`config.mk`:
```
export PLATFORM = sky130hd
export DESIGN_NAME = clk_monitor
export DESIGN_NICKNAME = d
export VERILOG_FILES = /design/src/rtl/clk_monitor_pkg.sv /design/src/rtl/sync_edge_det.sv /design/src/rtl/clk_monitor.sv
export SDC_FILE = /design/constraint.sdc
export NUM_CORES = 1
export LEC_CHECK = 0
export CELL_PAD_IN_SITES_DETAIL_PLACEMENT = 0
export CELL_PAD_IN_SITES_GLOBAL_PLACEMENT = 1
export CORE_MARGIN = 4
export CORE_UTILIZATION = 42
export DETAILED_ROUTE_END_ITERATION = 8
export GPL_TIMING_DRIVEN = 0
export HOLD_SLACK_MARGIN = 0.06
export PLACE_DENSITY_LB_ADDON = 0.12
export SLEW_MARGIN = 20
export SYNTH_ARGS = -nofsm -noshare
export SYNTH_HDL_FRONTEND = slang
export SYNTH_SLANG_ARGS = --single-unit
```
`constraint.sdc`:
```
create_clock -name clk -period 2.5 [get_ports clk]
set_input_delay 0.5 -clock clk [delete_from_list [all_inputs] [get_ports clk]]
set_output_delay 0.5 -clock clk [all_outputs]
set_load 0.05 [all_outputs]
```
`src/rtl/clk_monitor_pkg.sv`:
```
// Shared types, default parameters and a clamp helper for the clock monitor.
package clk_monitor_pkg;

  typedef enum logic [1:0] {
    IDLE,
    ARM,
    MEASURE,
    STOPPED
  } state_e;

  localparam int unsigned DEF_CNT_W      = 16;
  localparam int unsigned DEF_EXP_PERIOD = 10;
  localparam int unsigned DEF_TOL        = 1;
  localparam int unsigned DEF_TIMEOUT    = 1024;

  function automatic longint clamp_range(input longint v, input longint hi);
    if (v < 0)       return 0;
    else if (v > hi) return hi;
    else             return v;
  endfunction

endpackage

```
`src/rtl/sync_edge_det.sv`:
```
// Two-flop synchronizer followed by a registered rising-edge detector.
module sync_edge_det (
  input  logic clk,
  input  logic rst,
  input  logic d,
  output logic rise
);

  logic s1_q, s1_d;
  logic s2_q, s2_d;
  logic s3_q, s3_d;
  logic rise_q, rise_d;

  always_comb begin
    s1_d   = d;
    s2_d   = s1_q;
    s3_d   = s2_q;
    rise_d = s2_q & ~s3_q;
  end

  always_ff @(posedge clk or posedge rst) begin
    if (rst) begin
      s1_q   <= 1'b0;
      s2_q   <= 1'b0;
      s3_q   <= 1'b0;
      rise_q <= 1'b0;
    end else begin
      s1_q   <= s1_d;
      s2_q   <= s2_d;
      s3_q   <= s3_d;
      rise_q <= rise_d;
    end
  end

  assign rise = rise_q;

endmodule

```
`src/rtl/clk_monitor.sv`:
```
// Measures the period of mon_clk in clk cycles, flags out-of-tolerance periods
// and detects a stopped mon_clk.
module clk_monitor
  import clk_monitor_pkg::*;
#(
  parameter int unsigned CNT_W      = DEF_CNT_W,
  parameter int unsigned EXP_PERIOD = DEF_EXP_PERIOD,
  parameter int unsigned TOL        = DEF_TOL,
  parameter int unsigned TIMEOUT    = DEF_TIMEOUT
) (
  input  logic             clk,
  input  logic             rst,
  input  logic             mon_clk,
  input  logic             en,
  input  logic             clr,
  output logic [CNT_W-1:0] period,
  output logic             valid,
  output logic             stopped,
  output logic             err
);

  localparam longint MAX_V   = (longint'(1) << CNT_W) - 1;
  localparam longint LO_RAW  = longint'(EXP_PERIOD) - longint'(TOL);
  localparam longint HI_RAW  = longint'(EXP_PERIOD) + longint'(TOL);
  localparam longint TO_RAW  = longint'(TIMEOUT) - 1;
  localparam logic [CNT_W-1:0] LO_B    = CNT_W'(clamp_range(LO_RAW, MAX_V));
  localparam logic [CNT_W-1:0] HI_B    = CNT_W'(clamp_range(HI_RAW, MAX_V));
  localparam logic [CNT_W-1:0] TO_LAST = CNT_W'(clamp_range(TO_RAW, MAX_V));
  // A timeout beyond the counter range can never be reached; the counter saturates instead.
  localparam logic             TO_OK   = (TO_RAW >= 0) && (TO_RAW <= MAX_V);

  state_e           state_q, state_d;
  logic [CNT_W-1:0] cnt_q, cnt_d;
  logic [CNT_W-1:0] period_q, period_d;
  logic             valid_q, valid_d;
  logic             stopped_q, stopped_d;
  logic             err_q, err_d;

  logic             edge_det;
  logic [CNT_W-1:0] cnt_inc;
  logic             to_hit;

  sync_edge_det u_sync (
    .clk  (clk),
    .rst  (rst),
    .d    (mon_clk),
    .rise (edge_det)
  );

  assign cnt_inc = (cnt_q == '1) ? cnt_q : cnt_q + 1'b1;
  assign to_hit  = TO_OK && (cnt_q == TO_LAST);

  always_comb begin
    state_d   = state_q;
    cnt_d     = cnt_q;
    period_d  = period_q;
    valid_d   = 1'b0;
    stopped_d = stopped_q;
    err_d     = err_q & ~clr;

    if (!en) begin
      state_d   = IDLE;
      cnt_d     = '0;
      stopped_d = 1'b0;
    end else begin
      unique case (state_q)
        IDLE: begin
          cnt_d   = '0;
          state_d = ARM;
        end
        ARM, MEASURE: begin
          // edge_det takes priority over the timeout on the same cycle
          if (edge_det) begin
            state_d = MEASURE;
            cnt_d   = '0;
            if (state_q == MEASURE) begin
              period_d = cnt_inc;
              valid_d  = 1'b1;
              if ((cnt_inc < LO_B) || (cnt_inc > HI_B)) err_d = 1'b1;
            end
          end else if (to_hit) begin
            state_d   = STOPPED;
            cnt_d     = '0;
            stopped_d = 1'b1;
          end else begin
            cnt_d = cnt_inc;
          end
        end
        STOPPED: begin
          cnt_d = '0;
          if (edge_det) begin
            state_d   = MEASURE;
            stopped_d = 1'b0;
          end
        end
        default: state_d = IDLE;
      endcase
    end
  end

  always_ff @(posedge clk or posedge rst) begin
    if (rst) begin
      state_q   <= IDLE;
      cnt_q     <= '0;
      period_q  <= '0;
      valid_q   <= 1'b0;
      stopped_q <= 1'b0;
      err_q     <= 1'b0;
    end else begin
      state_q   <= state_d;
      cnt_q     <= cnt_d;
      period_q  <= period_d;
      valid_q   <= valid_d;
      stopped_q <= stopped_d;
      err_q     <= err_d;
    end
  end

  assign period  = period_q;
  assign valid   = valid_q;
  assign stopped = stopped_q;
  assign err     = err_q;

endmodule

```
Yosys cells after proc, flatten, opt, wreduce, memory -nomap -nowiden
Index checks and enable logic that the tools add are counted.
{ "totals": {"reg_bits": 41, "out_inout_bits": 19, "word_cells": 58} }
{ "op_classes": {"n_addsub": 1, "n_lt_le_gt_ge": 2, "eq_ne": 10, "n_mux": 24, "bitwise_logic": 4, "reduce_logical": 7} }
{ "op_table": {"columns": ["op", "n"], "rows": [
  ["$mux 16", 4],
  ["$pmux 16 s2", 1],
  ["$add 16x1->16 const B", 1],
  ["$eq 16x10->1 const B", 1],
  ["$eq 16x16->1 const B", 1],
  ["$gt 16x4->1 const B", 1],
  ["$lt 16x4->1 const B", 1],
  ["$mux 1", 13],
  ["$mux 2", 4],
  ["$reduce_and 4->1", 2],
  ["$ne 3x3->1 const B", 2],
  ["$pmux 2 s3", 1],
  ["$eq 2x2->1 const B", 2],
  ["$ne 4x3->1 const B", 1],
  ["$reduce_or 2->1", 2],
  ["$ne 3x1->1 const B", 1],
  ["$ne 3x2->1 const B", 1],
  ["$and 1x1->1", 2],
  ["$eq 2x1->1 const B", 1],
  ["$logic_not 2->1", 1],
  ["$not 1->1", 2],
  ["$pmux 1 s2", 1],
  ["$reduce_and 2->1", 1],
  ["$logic_or 1x1->1", 1]
]} }

Logic depth before layout (Yosys ltp)
Gate-level depths: netlist of run 1.
{ "depth": {"ltp_word": 9, "ltp_mapped": 7} }

Cells and area by module
A second synthesis of run 1 with hierarchy kept.
{ "hier_totals": {"cells_unflattened": 210, "area_unflattened_um2": 2035.7} }
{ "by_module_without_submodules": {"columns": ["module", "n_inst", "cells_per_inst", "area_per_inst_um2"], "rows": [
  ["clk_monitor", 1, 204, 1918.1],
  ["sync_edge_det", 1, 6, 117.6]
]} }

Worst setup path before layout of run 1
OpenSTA, ideal clock, no wires.
{ "synth_timing": {"path_type": "flip-flop to flip-flop", "from": "reg cnt_q[0]", "to": "reg err_q (netlist: err)", "setup_time_ps": 126, "arrival_ps": 2021, "required_ps": 2374, "setup_slack_ps": 353, "path_stages_with_launch": 8, "path_buffers": 0, "period_less_slack_ps": 2147, "cell_sequence": "dfrtp_1 > ha_1 > nand4_4 > nor4_4 > nand4b_1 > and3b_1 > o211ai_1 > o32a_1"} }
{ "synth_via": {"elab_chain_len": 9, "word_cells_on_any_way": 11, "classes_between": "add/sub: 1; order compare: 2; eq/ne: 1; mux: 6; reduce/logical: 1"} }
{ "synth_lines": {"columns": ["element", "line", "text"], "rows": [
  ["from (decl)", "clk_monitor.sv:33", "logic [CNT_W-1:0] cnt_q, cnt_d;"],
  ["from (signal assigned)", "clk_monitor.sv:111", "cnt_q <= cnt_d;"],
  ["$add 16x1->16 or $eq 16x16->1 (tied branches)", "clk_monitor.sv:50", "assign cnt_inc = (cnt_q == '1) ? cnt_q : cnt_q + 1'b1;"],
  ["$mux 16 *", "clk_monitor.sv:50", null],
  ["$lt 16x4->1 or $gt 16x4->1 (tied branches)", "clk_monitor.sv:79", "if ((cnt_inc < LO_B) || (cnt_inc > HI_B)) err_d = 1'b1;"],
  ["$logic_or 1x1->1 *", "clk_monitor.sv:79", null],
  ["$mux 1 *", "clk_monitor.sv:79", null],
  ["$mux 1 *", "clk_monitor.sv:76", "if (state_q == MEASURE) begin"],
  ["$mux 1 *", "clk_monitor.sv:73", "if (edge_det) begin"],
  ["$mux 1 *", "clk_monitor.sv:66", "unique case (state_q)"],
  ["$mux 1 *", "clk_monitor.sv:61", "if (!en) begin"],
  ["via err_d", "clk_monitor.sv:37", "logic err_q, err_d;"],
  ["to (signal assigned)", "clk_monitor.sv:115", "err_q <= err_d;"],
  ["to (decl)", "clk_monitor.sv:37", null]
]} }
Mark *: on every way through the listed nets, which the timed path passes. The rest lies on a longest branch.
A chain may end at the register's enable or synchronous reset.

Worst setup path in the final report of run 1
Same ends and word-level chain as after synthesis.

==> summary.md, run 1 <==
| Metric | Value |
|---|---|
| FF-to-FF End | err |
| Clock-pin transition on the worst setup and hold timing paths | 0.07 ns |
| Worst slack, placed | -0.0968 ns |
| Worst path arrival time | 2.53 ns |
| CTS tree | done |
| CTS H-Tree Depth | 2 |
| First-pass iteration count of the detailed router | 4 |
| Layout cell share with drive strength beyond 1 | 9.57% |
| Synth warn | 0 |
| Gate power share | 21.4% |
| Post-synthesis sequential area ratio | 53.0% |
| Max-cap violations | 0 |
| Crit share post-route | 94.0% |
| Syn Nets | 206 |
| Number of global-route vias before repair | 1535 |
| CTS Root Cell | clkbuf_8 |
| IO Port Bufs | 23 |
| Synth-to-layout area growth | 22.6% |
| Synth area leader | dfrtp_1 |
| Placer Congestion | 0.860 |
| Post-synth EDFFs | 0 |
| Clock network fraction of total power | 28.8% |
| Netlist cell types | 39 |
| Net Switching | 0.443 mW |
| Largest net degree at the start of global routing | 30 |
| Clock Skew | 0.00735 ns |
| Worst Hold Margin | 0.375 ns |
| Most frequent cell after synthesis | dfrtp_1 |
| CTS Buf Count | 5 |
| Worst-Margin Slew | 0.513 ns |
| Top FF cell, synth | dfrtp_1 |
| Final Hold Fails | 0 |
| Area contributors post-synth | dfrtp_1, nor2_1, o21ai_0 |
| Crit Reg-Reg Startpoint | cnt_q[0] |
| Min cycle time layout | 2.35 ns |
| Setup_tns | 0 ns |
| Clock sinks | 41 |
| Post-synth top area share | 53.0% |
| Peak VDD IR | 434 uV |
| Post-synth ARST share | 100% |
| Post-DP Area | 0.00225 mm2 |
| Die width | 75.9 um |
| Sequential fraction of design power | 49.8% |
| Hold WC Path Type | reg2reg |
| Antenna diodes | 0 |
| GRT Total Usage | 17.9% |
| Hold depth | 0 |
| Core Box Area | 0.00441 mm2 |
| Clk Latency, worst-skew pair | 0.29 ns |
| DR vias/cell | 5.46 |
| Pint | 1.04 mW |
| Crit start category | flop |
| Mapped cell area | 0.00193 mm2 |
| Post-DP HPWL | 3410 um |
| Die Area | 0.00576 mm2 |
| Mapped Cells | 197 |
| Hold_buf cts | 0 |
| Die height | 75.9 um |
| RSZ-0062 raised after global routing | no |
| Routed wire per std cell | 15.8 um |
| Leakage | 1.03 nW |
| Avg Inst Size Synth | 9.82 um2 |
| Power Dens Cells | 625 mW/mm2 |
| DR iter-0 viols | 104 |
| Critical path peak fanout | 7 |
| Final setup viols | 0 |
| Commonest cells in the netlist | dfrtp_1, nor2_1, nand2_1 |
| Pwr Total | 1.48 mW |
| DRT antenna net count | 0 |
| CP Data Required Time | 2.68 ns |
| Post-layout nets | 239 |
| First-pass GRT wire length | 7600 um |
| Fillers | 407 |
| Row cnt | 24 |
| Slew Viols, Final | 0 |
| Yosys reg bits | 41 |
| Initial Utilization | 43.8% |
| Status | completed |
| Vias | 1540 |
| Total routed wirelength | 4470 um |
| Initial antenna violation count | 0 |
| CTS max path bufs | 2 |
| I/O Pins | 24 |
| Slew headroom | 65.7% |
| CP Capture Type | flop |
| Setup CP Type | reg2reg |
| Peak Freq | 0.426 GHz |
| FF-to-FF path depth | 7 |
| Final instance area | 0.00237 mm2 |
| DRC errors left | 0 |
| Switch share | 29.9% |
| R2R Setup Slk | 0.15 ns |
| Global route total overflow | 0 |
| HP Start | u_sync.s1_q |
| Hold EP | u_sync.s2_q |
| Smallest setup slack after layout | 0.151 ns |
[registers in the layout, summed over array words and instances (netlist names)]
register     cells
cnt_q           16
period          16
state_q          2
err              1
stopped          1
u_sync.rise      1
u_sync.s1_q      1
u_sync.s2_q      1
u_sync.s3_q      1
valid            1
[routing by layer]
metal	GRT usage (%)	routed length [um]	share of wire (%)
met4	5.83	60	1.3
met1	23.2	2000	45
met2	28.6	2160	48
met3	5.28	239	5.4
met5	0	0	0
[cells in the final DEF, fill, tap and decap left out, types with 6 or more instances in the layout]
cell | synthesis | final
nand3_1 | 8 | 8
nor2_1 | 30 | 30
dfrtp_1 | 41 | 41
inv_1 | 9 | 8
clkbuf_8 | 0 | 6
clkdlybuf4s50_1 | 0 | 23
o21ai_0 | 21 | 21
nand2_1 | 23 | 23
nand4_1 | 6 | 6
[how the worst max path moves through the flow]
| stage | startpoint | end | depth (start not counted) |
|---|---|---|---|
| 2_1_floorplan | cnt_q[0] | err | 7 |
| 3_3_place_gp | cnt_q[0] | err | 7 |
| 3_5_place_dp | cnt_q[0] | err | 7 |
| 4_1_cts | cnt_q[0] | err | 7 |
| 5_1_grt | cnt_q[5] | err | 6 |
| 6_report | cnt_q[0] | err | 7 |
[per-stage QoR]
| step | cells | util (%) |
|---|---|---|
| floorplan | 197 | - |
| global placement | 272 | 50.5 |
| detailed placement | 273 | 51.0 |
| CTS | 280 | 53.1 |
| global route | 282 | 53.7 |
| finish | 282 | 53.7 |
[cell families after synthesis]
group / count (synthesis) / synth area share [%]
mux: 4 / 2.07
flops: 41 / 53.0
simple gates: 87 / 23.1
compound gates: 36 / 11.1
fa+ha+maj: 4 / 2.59
buf+inv: 14 / 2.72
xor+xnor: 11 / 5.37
[worst max-delay path, stage by stage, from the launching register on]
cell and delay, ns:
dfrtp_1 0.44, ha_1 0.31, nand4_4 0.21, nor3_2 0.31, mux2i_2 0.29, and3_1 0.21
o211ai_1 0.11, o32a_1 0.36
[timing repair]
| action | 4_1_cts | 5_1_grt |
|---|---|---|
| gates resized for setup | 3 | 1 |
| endpoints found under the setup margin | 11 | 1 |
| setup buffers | 0 | 3 |
| pin swaps | 1 | 1 |
[cell type report]
cell class | instances | area [um2] | share of cell area, %
Sequential cell | 41 | 1030 | 43.3
Multi-Input combinational cell | 142 | 871 | 36.7
Timing Repair Buffer | 27 | 273 | 11.5
Clock buffer | 7 | 86.3 | 3.64
Tap cell | 52 | 65.1 | 2.74
Inverter | 9 | 33.8 | 1.42
Buffer | 4 | 16.3 | 0.686
[power by group through the flow]
stage / Clock, mW / Combinational [mW] / Sequential (mW)
global route: 0.469 / 0.347 / 0.744
CTS: 0.443 / 0.320 / 0.738
floorplan: 0 / 0.169 / 0.799
global placement: 0 / 0.305 / 0.746
finish: 0.427 / 0.317 / 0.739
detailed placement: 0 / 0.319 / 0.751
Power figures use the tool's default switching activity.
==> inputs of run 2 (changes only) <==
--- a/config.mk
+++ b/config.mk
@@ -5,10 +5,11 @@
 export SDC_FILE = /design/constraint.sdc
 export NUM_CORES = 1
 export LEC_CHECK = 0
+export ABC_AREA = 1
 export CELL_PAD_IN_SITES_DETAIL_PLACEMENT = 0
 export CELL_PAD_IN_SITES_GLOBAL_PLACEMENT = 1
 export CORE_MARGIN = 4
-export CORE_UTILIZATION = 42
+export CORE_UTILIZATION = 30
 export DETAILED_ROUTE_END_ITERATION = 8
 export GPL_TIMING_DRIVEN = 0
 export HOLD_SLACK_MARGIN = 0.06
==> constraint.sdc (replaced) <==
create_clock -name clk -period 2.75 [get_ports clk]
set_input_delay 0.55 -clock clk [delete_from_list [all_inputs] [get_ports clk]]
set_output_delay 0.55 -clock clk [all_outputs]
set_load 0.05 [all_outputs]
==> summary.md, run 2 <==
| Metric | Value |
|---|---|
| IO Port Bufs | 23 |
| First-pass GRT wire length | 8850 um |
| Synth-to-layout area growth | 22.9% |
| Final Hold Fails | 0 |
| Hold WC Path Type | reg2reg |
| Setup_tns | 0 ns |
| Global route total overflow | 0 |
| Post-Synth XOR/XNOR Area | 2.50% |
| Post-synth EDFFs | 0 |
| Number of global-route vias before repair | 1785 |
| Critical path peak fanout | 6 |
| DR vias/cell | 4.29 |
| CTS tree | done |
| Max-cap violations | 0 |
| Post-layout nets | 307 |
| Post-synth top area share | 48.7% |
| Syn Nets | 276 |
| GRT Total Usage | 13.3% |
| Die Area | 0.00842 mm2 |
| Die height | 91.8 um |
| Register area | 0.00103 mm2 |
| Post-synthesis mux area share | 0% |
| Area contributors post-synth | dfrtp_1, nand2_1, nor2_1 |
| RSZ-0062 raised after global routing | no |
| Total routed wirelength | 5130 um |
| Peak VDD IR | 416 uV |
| Peak Freq | 0.472 GHz |
| Mapped Cells | 267 |
| Final setup viols | 0 |
| Setup CP Type | reg2reg |
| Core Box Area | 0.00679 mm2 |
| Power Dens Cells | 663 mW/mm2 |
| Slew Viols, Final | 0 |
| Initial antenna violation count | 0 |
| Synth Area in Compound Gates | 6.71% |
| Fillers | 710 |
| Clock-pin transition on the worst setup and hold timing paths | 0.08 ns |
| Antenna diodes | 0 |
| Most frequent cell after synthesis | nand2_1 |
| Post-CTS sizing | 0 |
| Largest net degree at the start of global routing | 30 |
| I/O Pins | 24 |
| Avg Inst Size Synth | 7.89 um2 |
| Routed wire per std cell | 13.0 um |
| CTS Root Cell | clkbuf_8 |
| Post-synthesis sequential area ratio | 48.7% |
| Commonest cells in the netlist | nand2_1, dfrtp_1, nor2_1 |
| Post-DP HPWL | 4000 um |
| CTS H-Tree Depth | 2 |
| Worst path arrival time | 2.30 ns |
| Status | completed |
| CTS max path bufs | 2 |
| DRC errors left | 0 |
| Hold_buf cts | 0 |
| Crit share post-route | 77.0% |
| DRT antenna net count | 0 |
| Initial Utilization | 31.0% |
| Placer Congestion | 0.770 |
| Die width | 91.8 um |
| DR iter-0 viols | 95 |
| Synth area leader | dfrtp_1 |
| CP Capture Type | flop |
| Layout cell share with drive strength beyond 1 | 10.0% |
| Simple-Gate Fraction of Synth Area | 32.5% |
| Clk Latency, worst-skew pair | 0.29 ns |
| Post-Synth Adder-Cell Area | 2.38% |
| Worst-Margin Slew | 0.519 ns |
| Vias | 1695 |
| Mapped cell area | 0.00211 mm2 |
| Slew headroom | 65.4% |
| Yosys reg bits | 41 |
| Pwr Total | 1.72 mW |
| Worst Hold Margin | 0.359 ns |
| Commonest non-fill, non-tap cells in the layout | nand2_1, dfrtp_1, nor2_1, inv_1, clkdlybuf4s50_1 |
| Multi-input gate area | 928 um2 |
| CP Data Required Time | 2.93 ns |
| Clock sinks | 41 |
| Min cycle time layout | 2.12 ns |
| First-pass iteration count of the detailed router | 4 |
| Top FF cell, synth | dfrtp_1 |
| Post-synth ARST share | 100% |
| Synth warn | 0 |
| Number of post-CTS setup repair buffers | 0 |
| Crit start category | flop |
| Leakage | 1.21 nW |
| Largest family of logic cells by synthesized area | simple AND/OR/NAND/NOR gates |
| Netlist cell types | 27 |
| CTS Buf Count | 5 |
| Row cnt | 30 |
| Most common cell after layout, fill and taps aside | nand2_1 |
| Clock Skew | 0.00743 ns |
run 2: metal layers:
metal  routed length (um)  vias to the layer above  track usage [%]
met5                    0                        -                0
met4                   57                        0             4.08
met3                   98                        5             2.38
met1                 2720                      777             19.2
met2                 2260                       18             20.1
li1                     -                      895                -
run 2: through the flow:
step	worst slack, ns	std cells	utilization [%]	instance area [um2]
finish	0.634	395	38.1	2590
global route	0.415	395	38.1	2590
CTS	0.581	395	38.1	2590
detailed placement	0.605	387	36.4	2480
global placement	0.330	386	36.2	2460
floorplan	1.10	267	-	2110
run 2: worst paths after layout:
path / from / to / slack, ns / cells past startpoint
setup / recovery: cnt_q[0] / err / 0.63 / 13
max in group asynchronous: rst / period[15] / 1.78 / 3
hold / removal: u_sync.s1_q / u_sync.s2_q / 0.36 / 0
hold reg to reg: u_sync.s1_q / u_sync.s2_q / 0.36 / 0
min in group asynchronous: rst / period[0] / 0.52 / 2
setup reg to reg: cnt_q[0] / err / 0.63 / 13
run 2: layout make-up:
type / instances / area share [%]
Buffer: 4 / 0.919
Tap cell: 96 / 4.64
Clock buffer: 6 / 2.80
Multi-Input combinational cell: 188 / 35.9
Sequential cell: 41 / 39.7
Clock inverter: 2 / 1.50
Timing Repair Buffer: 24 / 9.67
Inverter: 34 / 4.93
run 2: logic make-up after synthesis:
kind of cell,count (synthesis)
simple gates,152
flops,41
buf+inv,38
compound gates,26
xor+xnor,6
fa+ha+maj,4
run 2: critical path, stage by stage (launching register included):
cell and delay, ns:
dfrtp_1 0.47, ha_1 0.32, nand2_1 0.11, nor2_2 0.05, nand2_2 0.13, nor2_4 0.08, nor2_1 0.31, nand2_1 0.09
nor2_1 0.12, nand2_1 0.06, nor2_1 0.08, nand2_1 0.06, nand2_1 0.07, nand2_1 0.06
run 2: report_power, final:
group          switching [mW]  internal [mW]  leakage, nW
sequential             0.0521          0.671        0.555
clock                   0.208          0.273       0.0554
combinational           0.345          0.166        0.604
total                   0.606           1.11         1.21
